==> config.mk <==
export PLATFORM = sky130hd
export DESIGN_NAME = seq_mult_param
export DESIGN_NICKNAME = d
export VERILOG_FILES = /design/src/rtl/seq_mult_param.sv
export SDC_FILE = /design/constraint.sdc
export NUM_CORES = 1
export LEC_CHECK = 0
export CAP_MARGIN = 20
export CORE_ASPECT_RATIO = 0.7
export CORE_MARGIN = 3
export CORE_UTILIZATION = 50
export CTS_BUF_LIST = sky130_fd_sc_hd__clkbuf_16
export DETAILED_ROUTE_END_ITERATION = 8
export HOLD_SLACK_MARGIN = 0.06
export PLACE_DENSITY = 0.74
export SLEW_MARGIN = 25
export SYNTH_ARGS = -nofsm -noshare
export SYNTH_HDL_FRONTEND = slang
export SYNTH_SLANG_ARGS = --single-unit
export TNS_END_PERCENT = 100
==> constraint.sdc <==
create_clock -name clk -period 3.42 [get_ports clk]
set_clock_uncertainty 0.1 [all_clocks]
set_input_delay 0.684 -clock clk [delete_from_list [all_inputs] [get_ports clk]]
set_output_delay 0.684 -clock clk [all_outputs]
set_load 0.02 [all_outputs]
==> src/rtl/seq_mult_param.sv <==
// seq_mult_param: iterative shift-and-add multiplier with a configurable operand
// width and a per-operation signed/unsigned mode. A valid/ready handshake is used on
// both sides. The result is held in the product register while the consumer applies
// backpressure.
//
// Parameters:
//   WIDTH      operand width in bits (>= 2); the product is 2*WIDTH bits wide.
//
// Ports:
//   clk        rising-edge clock
//   rst_n      asynchronous active-low reset
//   in_valid   operand pair and mode are valid
//   in_ready   an operation can be accepted (high only in IDLE)
//   a, b       multiplicand, multiplier
//   op_signed  1: two's complement operands and product; 0: unsigned
//   out_valid  product is valid (high only in DONE)
//   out_ready  consumer accepts the product
//   product    result register; it changes only in FIX
//   busy       high in CALC or FIX
//
// Optional feature:
//   SEQ_MULT_EARLY_TERM_EN  when defined, CALC also ends after any iteration that
//   leaves the shifted multiplier at zero.
module seq_mult_param #(
    parameter int unsigned WIDTH = 8
) (
    input  logic               clk,
    input  logic               rst_n,
    input  logic               in_valid,
    output logic               in_ready,
    input  logic [WIDTH-1:0]   a,
    input  logic [WIDTH-1:0]   b,
    input  logic               op_signed,
    output logic               out_valid,
    input  logic               out_ready,
    output logic [2*WIDTH-1:0] product,
    output logic               busy
);

    localparam int unsigned PW = 2 * WIDTH;
    localparam int unsigned CW = $clog2(WIDTH);

    typedef enum logic [1:0] {StIdle, StCalc, StFix, StDone} state_e;

    state_e          state_q, state_d;
    logic [PW-1:0]   mcand_q, mcand_d;
    logic [WIDTH-1:0] mplier_q, mplier_d;
    logic [CW-1:0]   count_q, count_d;
    logic            neg_q, neg_d;
    logic [PW-1:0]   acc_q, acc_d;
    logic [PW-1:0]   product_q, product_d;

    logic [WIDTH-1:0] a_mag, b_mag;

    // -2^(WIDTH-1) negates to itself, which is the correct unsigned magnitude.
    always_comb begin
        a_mag = (op_signed && a[WIDTH-1]) ? -a : a;
        b_mag = (op_signed && b[WIDTH-1]) ? -b : b;
    end

    always_comb begin
        state_d   = state_q;
        mcand_d   = mcand_q;
        mplier_d  = mplier_q;
        count_d   = count_q;
        neg_d     = neg_q;
        acc_d     = acc_q;
        product_d = product_q;

        unique case (state_q)
            StIdle: begin
                if (in_valid) begin
                    mcand_d  = {{WIDTH{1'b0}}, a_mag};
                    mplier_d = b_mag;
                    neg_d    = op_signed & (a[WIDTH-1] ^ b[WIDTH-1]);
                    acc_d    = '0;
                    count_d  = '0;
                    state_d  = StCalc;
                end
            end
            StCalc: begin
                // mcand_q is shifted one place per iteration, so it always equals
                // the latched multiplicand << count.
                if (mplier_q[0]) begin
                    acc_d = acc_q + mcand_q;
                end
                mcand_d  = mcand_q << 1;
                mplier_d = mplier_q >> 1;
                count_d  = count_q + 1'b1;
                if (count_q == CW'(WIDTH - 1)) begin
                    state_d = StFix;
                end
`ifdef SEQ_MULT_EARLY_TERM_EN
                if ((mplier_q >> 1) == '0) begin
                    state_d = StFix;
                end
`endif
            end
            StFix: begin
                product_d = neg_q ? -acc_q : acc_q;
                state_d   = StDone;
            end
            StDone: begin
                if (out_ready) begin
                    state_d = StIdle;
                end
            end
            default: state_d = StIdle;
        endcase
    end

    always_ff @(posedge clk or negedge rst_n) begin
        if (!rst_n) begin
            state_q   <= StIdle;
            mcand_q   <= '0;
            mplier_q  <= '0;
            count_q   <= '0;
            neg_q     <= 1'b0;
            acc_q     <= '0;
            product_q <= '0;
        end else begin
            state_q   <= state_d;
            mcand_q   <= mcand_d;
            mplier_q  <= mplier_d;
            count_q   <= count_d;
            neg_q     <= neg_d;
            acc_q     <= acc_d;
            product_q <= product_d;
        end
    end

    assign in_ready  = (state_q == StIdle);
    assign out_valid = (state_q == StDone);
    assign busy      = (state_q == StCalc) || (state_q == StFix);
    assign product   = product_q;

endmodule

-- Word-level counts from Yosys, hierarchy flattened
Cells that the tools add are included.
- $add $sub $neg: 5
- eq/ne operators: 8
- multiplexer cells: 16
- bitwise logic cells: 2
- reductions and logical operators: 9
- operators with widths (operator ; number):
    16-bit two-way mux ; 4
    16-bit one-hot mux with 2 select lines ; 2
    8-bit two-way mux ; 3
    16-bit adder ; 1
    16-bit negator ; 1
    8-bit negator ; 2
    8-bit one-hot mux with 2 select lines ; 1
    2-bit one-hot mux with 4 select lines ; 1
    2-bit two-way mux ; 3
    2-bit != test, second input constant ; 3
    3-bit one-hot mux with 2 select lines ; 1
    3-bit AND reduction ; 2
    2-bit == test, second input constant ; 2
    2-bit AND reduction ; 2
    3-bit by 1-bit adder with 3-bit output, second input constant ; 1
    3-bit == test, second input constant ; 1
    3-bit two-way mux ; 1
    2-bit by 1-bit == test with 1-bit output, second input constant ; 1
    1-bit logical AND ; 2
    2-bit zero test ; 1
    2-bit by 1-bit != test with 1-bit output, second input constant ; 1
    2-bit nonzero test ; 1
    1-bit AND ; 1
    1-bit logical OR ; 1
    1-bit XOR ; 1
- register bits: 62
- input bits: 21
- output and inout port bits: 19
- word-level logic and storage cells: 47

-- Longest topological paths before layout
- depth in word-level cells: 4
- mapped depth: 10
- depth with buffers taken out: 10

-- Least setup slack after synthesis
OpenSTA, ideal clock, no wires.
- kind: flip-flop to flip-flop
- start point: register acc_q[4]
- end point: register acc_q[15]
- setup time: 0.124 ns
- arrival time: 2.141 ns
- data required time: 3.196 ns
- path slack: 1.055 ns
- stages on the path, launching flop included: 9
- path through: dfrtp_1 ha_1 a21oi_1 o211ai_1 a41oi_1 a21oi_1 or3_1 and3_1 a211o_1
- cells in the longest elaborated chain, start to end: 3
- RTL lines (element ; RTL line ; text):
    start, declared ; 50 ; logic [PW-1:0] acc_q, acc_d;
    start signal, assigned ; 119 ; acc_q <= '0;
    start signal, assigned ; 127 ; acc_q <= acc_d;
    16-bit adder ; 85 ; acc_d = acc_q + mcand_q;
    16-bit two-way mux ; 84 ; if (mplier_q[0]) begin
    16-bit one-hot mux with 2 select lines ; 70 ; unique case (state_q)
Every way passes these cells. The select of a mux whose other input is x is not followed.
A chain may end at the register's enable or synchronous reset.

-- Worst setup path after layout
- start point: register acc_q[0]
- end point: register acc_q[14]
The elaborated chain is that of the path after synthesis.

==> impl_metrics.json <==
{
  "fp.dieH_um": 78.2,
  "mostFrequentLayoutCell": "dfrtp_1",
  "cts_tree": "built",
  "clock-root-buffer": "clkbuf_16",
  "synth_edf_count": 0,
  "worst_pin_slew_ns": 0.582,
  "grt_max_degree": 42,
  "setup_tns_ns": 0,
  "clock_sinks": 62,
  "cts_buffer_depth": 2,
  "syn_nets": 456,
  "seq_area_frac_synth_pct": 41.7,
  "viasPerCell": 5.55,
  "leakage_nw": 2.05,
  "timing.final.crit_period_ns": 2.77,
  "power_frac_clock_pct": 21.6,
  "register_area_um2": 1550,
  "drt_iter0_drc": 197,
  "dieArea_um2": 8540,
  "fp.coreArea_um2": 6980,
  "ff2ff_path_depth": 10,
  "status": "completed",
  "diodes": 0,
  "p_switching_mw": 1.64,
  "dp_hpwl_mm": 6.17,
  "area_delta_synth_final_pct": 20.7,
  "timing.hold.ws_ns": 0.207,
  "ys_types": 46,
  "cts.clk_slew.worst_paths_ns": 0.05,
  "synth_ff_type": "dfrtp_1",
  "timing.rr.start": "acc_q[0]",
  "layout-drive-gt1-share_pct": 6.59,
  "firstDrtPassIters": 4,
  "wl_met3_um": 488,
  "chipWidth_um": 109,
  "wl_per_cell_um": 15.1,
  "rsz0062_at_grt": "false",
  "io_buffers": 39,
  "top_layer_used": "met4",
  "multiInputGateArea_um2": 2040,
  "grt_pass1_wl_mm": 14.2,
  "ff2ff_setup_slack_ns": 0.65,
  "gp_congestion": 0.951,
  "layout_common_cells": "dfrtp_1 (62), nand2_1 (48), o21ai_0 (45)",
  "crit_chain": "ha_1, inv_1, fa_1, nor2b_1, o211ai_1, a21boi_0, o21ai_0, a311oi_1, nor3_1, o31ai_1",
  "cts_setup_buffers": 0,
  "max_clock_freq_mhz": 360,
  "drtAntennaViolNets": 0,
  "p_comb_share_pct": 47.1,
  "drc": 0,
  "seq_power_share_pct": 31.4,
  "vias": 3048,
  "io_pins": 40,
  "max_stage_delay_ns": 0.45,
  "yosysWarnings": 0,
  "synth-seq-cells": 62,
  "grt_usage_pct": 21.3,
  "timing.final.crit_share_pct": 81.1,
  "cp_max_fo": 5,
  "cp_slowest_cell": "dfrtp_1",
  "maxSlewHeadroom_pct": 60.8,
  "setup_viol": 0,
  "cts_resized": 0,
  "fin_cells": 549,
  "hold_violations": 0,
  "async_reset_ff_share_pct": 100,
  "ir_drop_uv": 416,
  "syn_area_um2": 3720,
  "p_int_mw": 2.37,
  "switching_share_pct": 40.9,
  "netlist_instances": 410,
  "startpoint_type": "flip-flop",
  "wirelength_mm": 8.29,
  "wl_met1_mm": 4.23,
  "clk_latency_ns": 0.32,
  "start_util_pct": 53.4,
  "num-fill-cells": 566,
  "gr-total-overflow": 0,
  "postCtsHoldBufs": 0,
  "slew_violations": 0,
  "syn_area_per_cell_um2": 9.08,
  "reg2reg_to": "acc_q[14]",
  "min-delay-path-class": "in2async",
  "antenna_found_initial": 0,
  "cp_data_arrival_time_ns": 2.89,
  "critPathCaptureType": "flip-flop",
  "p_per_area_nw_per_um2": 891,
  "grt_pass1_vias": 2862,
  "drv_cap": 0,
  "fp-row-count": 25,
  "worstSetupPathType": "reg2reg",
  "layout.nets": 497,
  "htreeDepth": 3,
  "met2_length_mm": 3.48,
  "cts_buffers": 9,
  "cp.required_ns": 3.53,
  "place_inst": 534,
  "final_core_util_pct": 64.4
}
-- worst max-delay path: cells and delay by family (launching register included) --
kind	cells	cell delay (ns)
AOI/OAI and AO/OA	5	1.21
adders and majority gates	2	0.59
DFF	1	0.45
and+or+nand+nor	2	0.25
buffers and inverters	1	0.05
-- logic make-up after synthesis --
| family | synth area share, % |
|---|---|
| AO/OA/AOI/OAI | 22.6 |
| XOR/XNOR | 7.76 |
| adder cells (fa/ha/maj) | 8.60 |
| buffers and inverters | 3.53 |
| flip-flops | 41.7 |
| multiplexers | 2.35 |
| AND/OR/NAND/NOR | 13.5 |
-- per-layer routing --
layer	vias up	track usage [%]
met5	-	0
met4	0	5.67
met3	10	4.93
met2	70	29.6
met1	1428	33.0
li1	1540	-
-- power groups by stage --
| stage | clock network (mW) | logic [mW] | registers, mW |
|---|---|---|---|
| 2_1_floorplan | 0 | 1.26 | 1.29 |
| 3_3_place_gp | 0 | 1.84 | 1.24 |
| 3_5_place_dp | 0 | 1.88 | 1.26 |
| 4_1_cts | 0.877 | 1.90 | 1.26 |
| 5_1_grt | 0.909 | 2.12 | 1.30 |
| 6_report | 0.864 | 1.88 | 1.26 |
-- how the worst max path moves through the flow --
| stage | from | endpoint | slack [ns] | cells past startpoint |
|---|---|---|---|---|
| after floorplan | acc_q[4] | acc_q[15] | 1.05 | 8 |
| after global placement | in_valid | acc_q[15] | 0.76 | 8 |
| after detailed placement | in_valid | acc_q[15] | 0.73 | 8 |
| after CTS | acc_q[0] | acc_q[14] | 0.64 | 10 |
| after global routing | acc_q[0] | acc_q[14] | 0.38 | 10 |
| final | acc_q[0] | acc_q[14] | 0.65 | 10 |
-- Yosys cell counts (8+ instances only) --
library cell	number	area share (%)
dfrtp_1	62	42
nand2_1	48	4.8
o21ai_0	45	6.0
a21oi_1	44	5.9
nor2_1	31	3.1
ha_1	24	8.1
inv_1	21	2.1
xnor2_1	18	4.2
xor2_1	15	3.5
clkbuf_1	12	1.2
a22o_1	10	2.4
nand3_1	8	1.1
-- metrics by stage --
| stage | setup slack [ns] | power [mW] | cell area (um^2) |
|---|---|---|---|
| floorplan | 1.05 | 2.56 | 3720 |
| finish | 0.646 | 4.00 | 4500 |
| detailed placement | 0.726 | 3.14 | 4220 |
| global placement | 0.756 | 3.09 | 4220 |
| global route | 0.384 | 4.33 | 4500 |
| CTS | 0.635 | 4.03 | 4500 |
-- state kept, by name, summed over array words and instances, names as in the netlist --
| signal | flops |
|---|---|
| acc_q | 16 |
| mcand_q | 16 |
| product | 16 |
| mplier_q | 8 |
| count_q | 3 |
| state_q | 2 |
| neg_q | 1 |
-- final cells by class --
cell class / count / share of cell area [%]
sequential: 62 / 34.5
clock buffer: 9 / 5.01
tap: 94 / 2.62
inverter: 21 / 1.75
timing repair buffer: 44 / 9.41
multi-input combinational: 313 / 45.5
clock inverter: 6 / 1.22
(Power assumes the default switching activity.)
